[src/rtl/sdram_burst_arbiter.sv]
// sdram_burst_arbiter: shares one SDRAM burst controller between a read client
// (VGA line fetch) and a write client (UART pixel writer). One client is granted
// at a time. The burst command is held until the controller takes the first beat.
// Exactly BurstLength beats are routed to the granted client. The arbiter then
// waits for the controller to go idle before arbitrating again.
//
// Optional build macro ARB_ROUND_ROBIN_EN:
//   defined   - a last-winner flag alternates simultaneous requests; the flag
//               resets to "write last", so read wins the first tie.
//   undefined - fixed priority: read wins ties.
//
// Ports:
//   CLK, RST             clock; synchronous active-low reset
//   rd_req/rd_addr       read request and burst start address
//   rd_grant             1-cycle accept pulse for the read client
//   rd_valid/rd_data     read beat strobe and word
//   rd_done              1-cycle pulse after the last read beat
//   wr_req/wr_addr       write request and burst start address
//   wr_grant             1-cycle accept pulse for the write client
//   wr_data/wr_ack       write word and its consume strobe (combinational)
//   wr_done              1-cycle pulse after the last write beat
//   sd_enable/sd_rw/sd_addr/sd_data    command and write data to the controller
//   sd_rdata/sd_valid_wr/sd_valid_rd/sd_busy  controller responses
module sdram_burst_arbiter #(
  parameter int unsigned AddressWidth = 24,
  parameter int unsigned WordLength   = 16,
  parameter int unsigned BurstLength  = 8
) (
  input  logic                    CLK,
  input  logic                    RST,
  input  logic                    rd_req,
  input  logic [AddressWidth-1:0] rd_addr,
  output logic                    rd_grant,
  output logic                    rd_valid,
  output logic [WordLength-1:0]   rd_data,
  output logic                    rd_done,
  input  logic                    wr_req,
  input  logic [AddressWidth-1:0] wr_addr,
  output logic                    wr_grant,
  input  logic [WordLength-1:0]   wr_data,
  output logic                    wr_ack,
  output logic                    wr_done,
  output logic                    sd_enable,
  output logic                    sd_rw,
  output logic [AddressWidth-1:0] sd_addr,
  output logic [WordLength-1:0]   sd_data,
  input  logic [WordLength-1:0]   sd_rdata,
  input  logic                    sd_valid_wr,
  input  logic                    sd_valid_rd,
  input  logic                    sd_busy
);

  localparam int unsigned CntW = $clog2(BurstLength) + 1;
  localparam logic [CntW-1:0] LastBeat = CntW'(BurstLength);

  typedef enum logic [1:0] {IDLE, ISSUE, XFER, DRAIN} state_t;

  state_t          state;
  logic [CntW-1:0] count;
  logic            done_arm;   // DRAIN entry not yet signalled with a done pulse
  logic            active;
  logic            beat;
  logic            pick_rd;

  // Burst is owned by a client from command issue through the last beat.
  assign active = (state == ISSUE) || (state == XFER);
  // sd_rw holds the latched direction; only the matching strobe counts as a beat.
  assign beat   = sd_rw ? sd_valid_rd : sd_valid_wr;

`ifdef ARB_ROUND_ROBIN_EN
  logic last_rd;  // 1: read won the previous arbitration
  assign pick_rd = rd_req && (!wr_req || !last_rd);
`else
  assign pick_rd = rd_req;
`endif

  // Combinational data paths.
  assign wr_ack  = active && !sd_rw && sd_valid_wr && (count < LastBeat);
  assign sd_data = (active && !sd_rw) ? wr_data : '0;
  assign rd_data = rd_valid ? sd_rdata : '0;

  // Arbitration and burst sequencing.
  always_ff @(posedge CLK) begin
    if (!RST) begin
      state     <= IDLE;
      count     <= '0;
      done_arm  <= 1'b0;
      rd_grant  <= 1'b0;
      wr_grant  <= 1'b0;
      rd_valid  <= 1'b0;
      rd_done   <= 1'b0;
      wr_done   <= 1'b0;
      sd_enable <= 1'b0;
      sd_rw     <= 1'b0;
      sd_addr   <= '0;
`ifdef ARB_ROUND_ROBIN_EN
      last_rd   <= 1'b0;
`endif
    end else begin
      rd_grant <= 1'b0;
      wr_grant <= 1'b0;
      rd_valid <= 1'b0;
      rd_done  <= 1'b0;
      wr_done  <= 1'b0;
      case (state)
        IDLE: begin
          count <= '0;
          if (!sd_busy && (rd_req || wr_req)) begin
            state     <= ISSUE;
            sd_enable <= 1'b1;
            sd_rw     <= pick_rd;
            sd_addr   <= pick_rd ? rd_addr : wr_addr;
            rd_grant  <= pick_rd;
            wr_grant  <= !pick_rd;
`ifdef ARB_ROUND_ROBIN_EN
            last_rd   <= pick_rd;
`endif
          end
        end
        // Enable is held through any refresh until the controller starts the burst.
        ISSUE: begin
          if (beat) begin
            sd_enable <= 1'b0;
            count     <= CntW'(1);
            rd_valid  <= sd_rw;
            if (LastBeat == CntW'(1)) begin
              state    <= DRAIN;
              done_arm <= 1'b1;
            end else begin
              state <= XFER;
            end
          end
        end
        XFER: begin
          if (beat && (count < LastBeat)) begin
            count    <= count + CntW'(1);
            rd_valid <= sd_rw;
            if ((count + CntW'(1)) == LastBeat) begin
              state    <= DRAIN;
              done_arm <= 1'b1;
            end
          end
        end
        // Done pulse lands one cycle after the last rd_valid; excess beats are ignored.
        DRAIN: begin
          if (done_arm) begin
            done_arm <= 1'b0;
            rd_done  <= sd_rw;
            wr_done  <= !sd_rw;
          end else if (!sd_busy) begin
            state <= IDLE;
          end
        end
        default: state <= IDLE;
      endcase
    end
  end

endmodule

[config.mk]
export PLATFORM = sky130hd
export DESIGN_NAME = sdram_burst_arbiter
export DESIGN_NICKNAME = d
export VERILOG_FILES = /design/src/rtl/sdram_burst_arbiter.sv
export SDC_FILE = /design/constraint.sdc
export NUM_CORES = 1
export LEC_CHECK = 0
export BUFFER_PORTS_ARGS = -buffer_cell sky130_fd_sc_hd__buf_2
export CAP_MARGIN = 20
export CORE_MARGIN = 4
export CORE_UTILIZATION = 41
export DETAILED_ROUTE_END_ITERATION = 12
export GPL_TIMING_DRIVEN = 1
export PLACE_DENSITY = 0.81
export SYNTH_ARGS = -nofsm -noshare
export SYNTH_HDL_FRONTEND = slang
export SYNTH_SLANG_ARGS = --single-unit
[constraint.sdc]
create_clock -name CLK -period 2.1 [get_ports CLK]
set_input_delay 0.315 -clock CLK [delete_from_list [all_inputs] [get_ports CLK]]
set_output_delay 0.315 -clock CLK [all_outputs]
set_load 0.01 [all_outputs]
==> results.sh, run 1 <==
export IMPL_fill_cells=416
export IMPL_slew_viol_final=0
export IMPL_finalWorstSetupSlack_ns=0.1032
export IMPL_die_area_um2=6204
export IMPL_wire_per_inst_um=13.84
export IMPL_grt_pass1_wl_um=9308
export IMPL_crit_path_end_kind="primary output"
export IMPL_cts_tree="yes"
export IMPL_power_per_cell_area_nw_per_um2=906.3
export IMPL_cp_start_kind="flip-flop"
export IMPL_pre_cts_slack_ns=0.2366
export IMPL_leakage_nw=1.828
export IMPL_hold_class="primary input to flip-flop"
export IMPL_fin_area_um2=2992
export IMPL_clock_latency_ns=0.30
export IMPL_port_buffers=150
export IMPL_synth_warnings=0
export IMPL_postCtsSetupBuffers=0
export IMPL_clk_path_buf_depth=2
export IMPL_final_layout_size_suffix_gt1_share_pct=45.82
export IMPL_gp_congestion=0.7624
export IMPL_rows=25
export IMPL_crit_arrival_ns=1.68
export IMPL_setup_viol=0
export IMPL_postCtsHoldBufs=0
export IMPL_status="finished clean"
export IMPL_fin_cells=439
export IMPL_synth_seq_cells=38
export IMPL_io_pins=151
export IMPL_drt_initial_drc_count=162
export IMPL_cts_made_buffers=5
export IMPL_cts_root_buffer="clkbuf_8"
export IMPL_grt_max_degree=48
export IMPL_hpwl_um=4842
export IMPL_first_pass_iters=4
export IMPL_drv_cap=0
export IMPL_power_frac_clock_pct=19.5
export IMPL_avgSynthCellArea_um2=9.249
export IMPL_total_power_mw=2.711
export IMPL_cp_max_fo=9
export IMPL_vdd_drop_max_mv=0.6160
export IMPL_period_share_pct=95.09
export IMPL_largest_registers="sd_addr (24), count (4), state (2)"
export IMPL_reg2reg_from="state[0]$_SDFFE_PN0P_"
export IMPL_synthesis_nets=316
export IMPL_critPathCapture="wr_ack"
export IMPL_nets=464
export IMPL_wirelength_um=6075
export IMPL_dr_total_vias=2157
export IMPL_synth_edf_count=0
export IMPL_path_clk_slew_ns=0.08
export IMPL_swShare_pct=37.15
export IMPL_start_util_pct=42.90
export IMPL_synthFlopType="dfxtp_1"
export IMPL_largest_reg_flops=24
export IMPL_final_hold_violation_count=0
export IMPL_synthesis_area_um2=2053
export IMPL_htreeDepth=2
export IMPL_clock_sinks=38
export IMPL_yosysSeqAreaShare_pct=37.05
export IMPL_grtUsageTotal_pct=18.94
export IMPL_dieWidth_um=78.77
export IMPL_p_sw_mw=1.007
export IMPL_r2r_end="count[2]$_SDFFE_PN0P_"
export IMPL_fp_dieH_um=78.77
export IMPL_area_growth_pct=45.70
export IMPL_synth_cell_types=32
export IMPL_cts_resized=2
export IMPL_viasPerCell=4.913
export IMPL_path_class="flip-flop to primary output"
export IMPL_worstMarginPinSlew_ns=0.4190
export IMPL_internal_power_mw=1.704
export IMPL_pwr_share_comb_pct=45.4
export IMPL_r2r_setup_slack_ns=0.46
export IMPL_r2r_cells=5
export IMPL_grt_pass1_vias=2086
export IMPL_syn_inst=222
export IMPL_core_um2=4786
export IMPL_ant_nets=0
export IMPL_fin_setup_tns_ns=0
export IMPL_rsz0062_at_grt="no"
export IMPL_antenna_found_initial=1
export IMPL_crit_start="state[0]$_SDFFE_PN0P_"
export IMPL_placed_area_um2=2873
export IMPL_skew_ns=0.005542
export IMPL_synth_async_sr_flop_share_pct=0
export IMPL_required_ns=1.78
export IMPL_period_minus_slack_ns=1.997
export IMPL_dp_cells=429
export IMPL_drc=0
export IMPL_grt_ovfl_total=0
export IMPL_top_register="sd_addr"
export IMPL_maxSlewHeadroom_pct=72.06
export IMPL_pwr_share_seq_pct=35.2
export IMPL_fmax_mhz=500.8
[placed cells by master, fill, tap and decap left out, types with 2 or more instances in the layout]
cell type  count
a21boi_0       3
a21oi_1        2
and2_1        32
buf_2        150
buf_4          3
clkbuf_8       6
dfxtp_1       38
ha_1           6
inv_1          5
mux2i_1       28
nand2_1       35
nand3_1        2
nand4_1        2
nor2_1         5
nor2b_1        2
nor4b_2        2
o211a_1       24
o21ai_0        4
o21bai_1       3
[area by class of cell]
| type | count | area, um2 | area share [%] |
|---|---|---|---|
| Tap cell | 67 | 83.83 | 2.802 |
| Clock inverter | 2 | 12.51 | 0.4182 |
| Clock buffer | 6 | 82.58 | 2.760 |
| Multi-Input combinational cell | 166 | 1237 | 41.36 |
| Timing Repair Buffer | 154 | 793.3 | 26.52 |
| Antenna cell | 1 | 2.502 | 0.08365 |
| Sequential cell | 38 | 760.7 | 25.43 |
| Inverter | 5 | 18.77 | 0.6274 |
[how the worst min path moves through the flow]
stage	startpoint	to	cells past startpoint
2_1_floorplan	count[1]$_SDFFE_PN0P_	count[1]$_SDFFE_PN0P_	2
3_3_place_gp	count[1]$_SDFFE_PN0P_	count[1]$_SDFFE_PN0P_	2
3_5_place_dp	sd_enable$_SDFFE_PN0P_	sd_enable$_SDFFE_PN0P_	2
4_1_cts	sd_valid_rd	rd_valid$_SDFF_PN0_	3
5_1_grt	sd_valid_rd	rd_valid$_SDFF_PN0_	3
6_report	sd_valid_rd	rd_valid$_SDFF_PN0_	3
[power by group through the flow]
stage | Combinational (mW) | Sequential (mW) | Clock [mW]
after floorplan | 0.664 | 1.02 | 0
after global placement | 1.15 | 0.959 | 0
after detailed placement | 1.18 | 0.966 | 0
after CTS | 1.24 | 0.952 | 0.549
after global routing | 1.35 | 0.974 | 0.569
final | 1.23 | 0.953 | 0.528
[Yosys cell counts (all sizes together), types with 3 or more instances]
| master | n | area [um2] |
|---|---|---|
| and2 | 32 | 200.2 |
| nor2 | 6 | 22.52 |
| a21boi | 3 | 22.52 |
| o21ai | 5 | 25.02 |
| buf | 8 | 42.54 |
| clkbuf | 6 | 22.52 |
| dfxtp | 38 | 760.7 |
| nand2 | 35 | 131.4 |
| inv | 5 | 18.77 |
| mux2i | 29 | 294.0 |
| o21bai | 3 | 22.52 |
| ha | 7 | 87.58 |
| o211a | 24 | 240.2 |
[critical path, stage by stage (launching register included)]
cell	delay, ns
dfxtp_1	0.40
inv_1	0.13
ha_4	0.29
and2b_2	0.24
and3b_1	0.19
buf_2	0.13
[metal layers]
layer	part of all wire, %	up-vias	track usage, %	routed length, um
li1	-	1061	-	-
met1	37	961	19.61	2247
met2	49	120	34.13	2964
met3	11	15	6.009	685
met4	2.9	0	9.615	177
met5	0	-	0	0
[cells by family after synthesis]
logic type | count (synthesis) | share of synthesized area (%)
buffers and inverters | 19 | 4.083
DFF | 38 | 37.05
and+or+nand+nor | 87 | 22.61
muxes | 29 | 14.32
AOI/OAI and AO/OA | 42 | 17.67
adders and majority gates | 7 | 4.265
[stage by stage]
step | utilization [%] | hold slack, ns
3_5_place_dp | 60.03 | 0.4724
6_report | 62.51 | 0.3044
4_1_cts | 62.46 | 0.2998
2_1_floorplan | - | 0.4554
5_1_grt | 62.51 | 0.3286
3_3_place_gp | 60.03 | 0.4706
Note: power is estimated with default switching activity, not from simulation.
==> run 2: changes to the inputs <==
==> config.mk (replaced) <==
export PLATFORM = sky130hd
export DESIGN_NAME = sdram_burst_arbiter
export DESIGN_NICKNAME = d
export VERILOG_FILES = /design/src/rtl/sdram_burst_arbiter.sv
export SDC_FILE = /design/constraint.sdc
export NUM_CORES = 1
export LEC_CHECK = 0
export CAP_MARGIN = 20
export CORE_ASPECT_RATIO = 1.75
export CORE_MARGIN = 5
export CORE_UTILIZATION = 43
export DETAILED_ROUTE_END_ITERATION = 12
export DONT_BUFFER_PORTS = 1
export GPL_TIMING_DRIVEN = 1
export SYNTH_ARGS = -nofsm -noshare
export SYNTH_HDL_FRONTEND = slang
export SYNTH_SLANG_ARGS = --single-unit
==> run 2 against run 1 <==
  * Combinational power fell by 37%
  * Cell count fell by 39%
  * Count of clock-buffer cells in the layout rose by 1
  * Routed wire length fell by 24%
  * Clock skew fell by 0.0016 ns
==> results.sh, run 2 (synthesis gave the netlist of run 1 again) <==
export IMPL_drc=0
export IMPL_rows=33
export IMPL_required_ns=1.78
export IMPL_start_util_pct=44.01
export IMPL_grt_ovfl_total=0
export IMPL_drt_initial_drc_count=60
export IMPL_path_class="flip-flop to primary output"
export IMPL_grt_pass1_wl_um=7031
export IMPL_viasPerCell=5.844
export IMPL_postCtsHoldBufs=0
export IMPL_cts_tree="yes"
export IMPL_core_um2=4666
export IMPL_vdd_drop_max_mv=0.6667
export IMPL_status="finished clean"
export IMPL_period_share_pct=92.84
export IMPL_area_growth_pct=5.545
export IMPL_max_stage_delay_ns=0.41
export IMPL_skew_ns=0.003959
export IMPL_fp_dieH_um=101.4
export IMPL_slew_viol_final=0
export IMPL_path_clk_slew_ns=0.07
export IMPL_maxSlewHeadroom_pct=66.44
export IMPL_cp_start_kind="flip-flop"
export IMPL_final_hold_violation_count=0
export IMPL_cts_made_buffers=5
export IMPL_antenna_found_initial=0
export IMPL_cp_max_fo=17
export IMPL_dr_total_vias=1572
export IMPL_worstMarginPinSlew_ns=0.5024
export IMPL_port_buffers=0
export IMPL_hpwl_um=3588
export IMPL_htreeDepth=2
export IMPL_mostFrequentLayoutCells="dfxtp_1, nand2_1, and2_1"
export IMPL_dieWidth_um=62.24
export IMPL_wirelength_um=4633
export IMPL_ant_nets=0
export IMPL_crit_slowest_cell="dfxtp_1"
export IMPL_grtUsageTotal_pct=13.72
export IMPL_crit_arrival_ns=1.63
export IMPL_clock_sinks=38
export IMPL_fmax_mhz=512.9
export IMPL_clk_path_buf_depth=2
export IMPL_cts_root_buffer="clkbuf_8"
export IMPL_fin_setup_tns_ns=0
export IMPL_hold_class="primary input to flip-flop"
export IMPL_io_pins=151
export IMPL_power_per_cell_area_nw_per_um2=1052
export IMPL_die_area_um2=6311
export IMPL_gp_congestion=0.8309
export IMPL_first_pass_iters=4
export IMPL_diodes=0
export IMPL_fill_cells=470
export IMPL_layout_commonest_cell="dfxtp_1"
export IMPL_path_cells="inv_1 > ha_1 > and2b_4 > and3b_1"
export IMPL_period_minus_slack_ns=1.950
export IMPL_pre_cts_slack_ns=0.2949
export IMPL_rsz0062_at_grt="no"
export IMPL_wire_per_inst_um=17.22
export IMPL_drv_cap=0
export IMPL_final_layout_size_suffix_gt1_share_pct=6.452
export IMPL_top_register="sd_addr"
export IMPL_setup_viol=0
export IMPL_nets=311
export IMPL_largest_reg_flops=24
export IMPL_grt_max_degree=53
export IMPL_dp_cells=262
export IMPL_grt_pass1_vias=1474
export IMPL_finalWorstSetupSlack_ns=0.1503
export IMPL_clock_latency_ns=0.28
export IMPL_crit_path_end_kind="primary output"
export IMPL_largest_registers="sd_addr (24), count (4), state (2)"
export IMPL_postCtsSetupBuffers=0
export IMPL_fin_cells=269
export IMPL_leakage_nw=1.128
## run 2: final cells by class
class | instances | area [um2] | area share [%]
timing repair buffer | 2 | 27.53 | 1.270
tap | 52 | 65.06 | 3.002
sequential | 38 | 760.7 | 35.10
multi-input combinational | 165 | 1219 | 56.24
clock buffer | 7 | 76.32 | 3.522
inverter | 5 | 18.77 | 0.8661
## run 2: power by group
| part | internal [mW] | leakage, nW | switching [mW] |
|---|---|---|---|
| combinational | 0.335 | 0.777 | 0.441 |
| sequential | 0.867 | 0.312 | 0.172 |
| clock | 0.229 | 0.0383 | 0.235 |
## run 2: timing repair
action / in CTS / in global routing
gates cloned: 0 / 0
gates resized for setup: 1 / 1
endpoints found under the setup margin: 4 / 17
## run 2: final timing paths
path | from | end | slack [ns] | cells after the start
worst max register to register | state[0]$_SDFFE_PN0P_ | count[2]$_SDFFE_PN0P_ | 0.50 | 5
worst max-delay path | state[0]$_SDFFE_PN0P_ | wr_ack | 0.15 | 4
worst min-delay path | rd_req | wr_grant$_SDFF_PN0_ | 0.12 | 1
worst min register to register | count[1]$_SDFFE_PN0P_ | count[1]$_SDFFE_PN0P_ | 0.49 | 2
## run 2: critical path, delay by kind of cell (launching register included)
family | cells | cell delay [ns]
adder cells (fa/ha/maj) | 1 | 0.37
buffers and inverters | 1 | 0.11
flip-flops | 1 | 0.41
AND/OR/NAND/NOR | 2 | 0.47
## run 2: layer usage
metal  part of all wire (%)  global-route usage [%]  up-vias  wire, um
li1                       -                       -      758         -
met1                     32                   12.78      689      1462
met2                     52                   24.36      111      2392
met3                     13                   5.882       14       621
met4                    3.4                   8.514        0       157
met5                      0                       0        -         0
## run 2: stage by stage
stage	hold slack (ns)	utilization (%)	instance area, um2	power, mW
floorplan	0.4554	-	2053	1.687
global placement	0.4004	44.76	2088	1.818
detailed placement	0.4016	44.76	2088	1.831
CTS	0.09411	46.42	2166	2.316
global route	0.08944	46.45	2167	2.458
finish	0.1150	46.45	2167	2.279
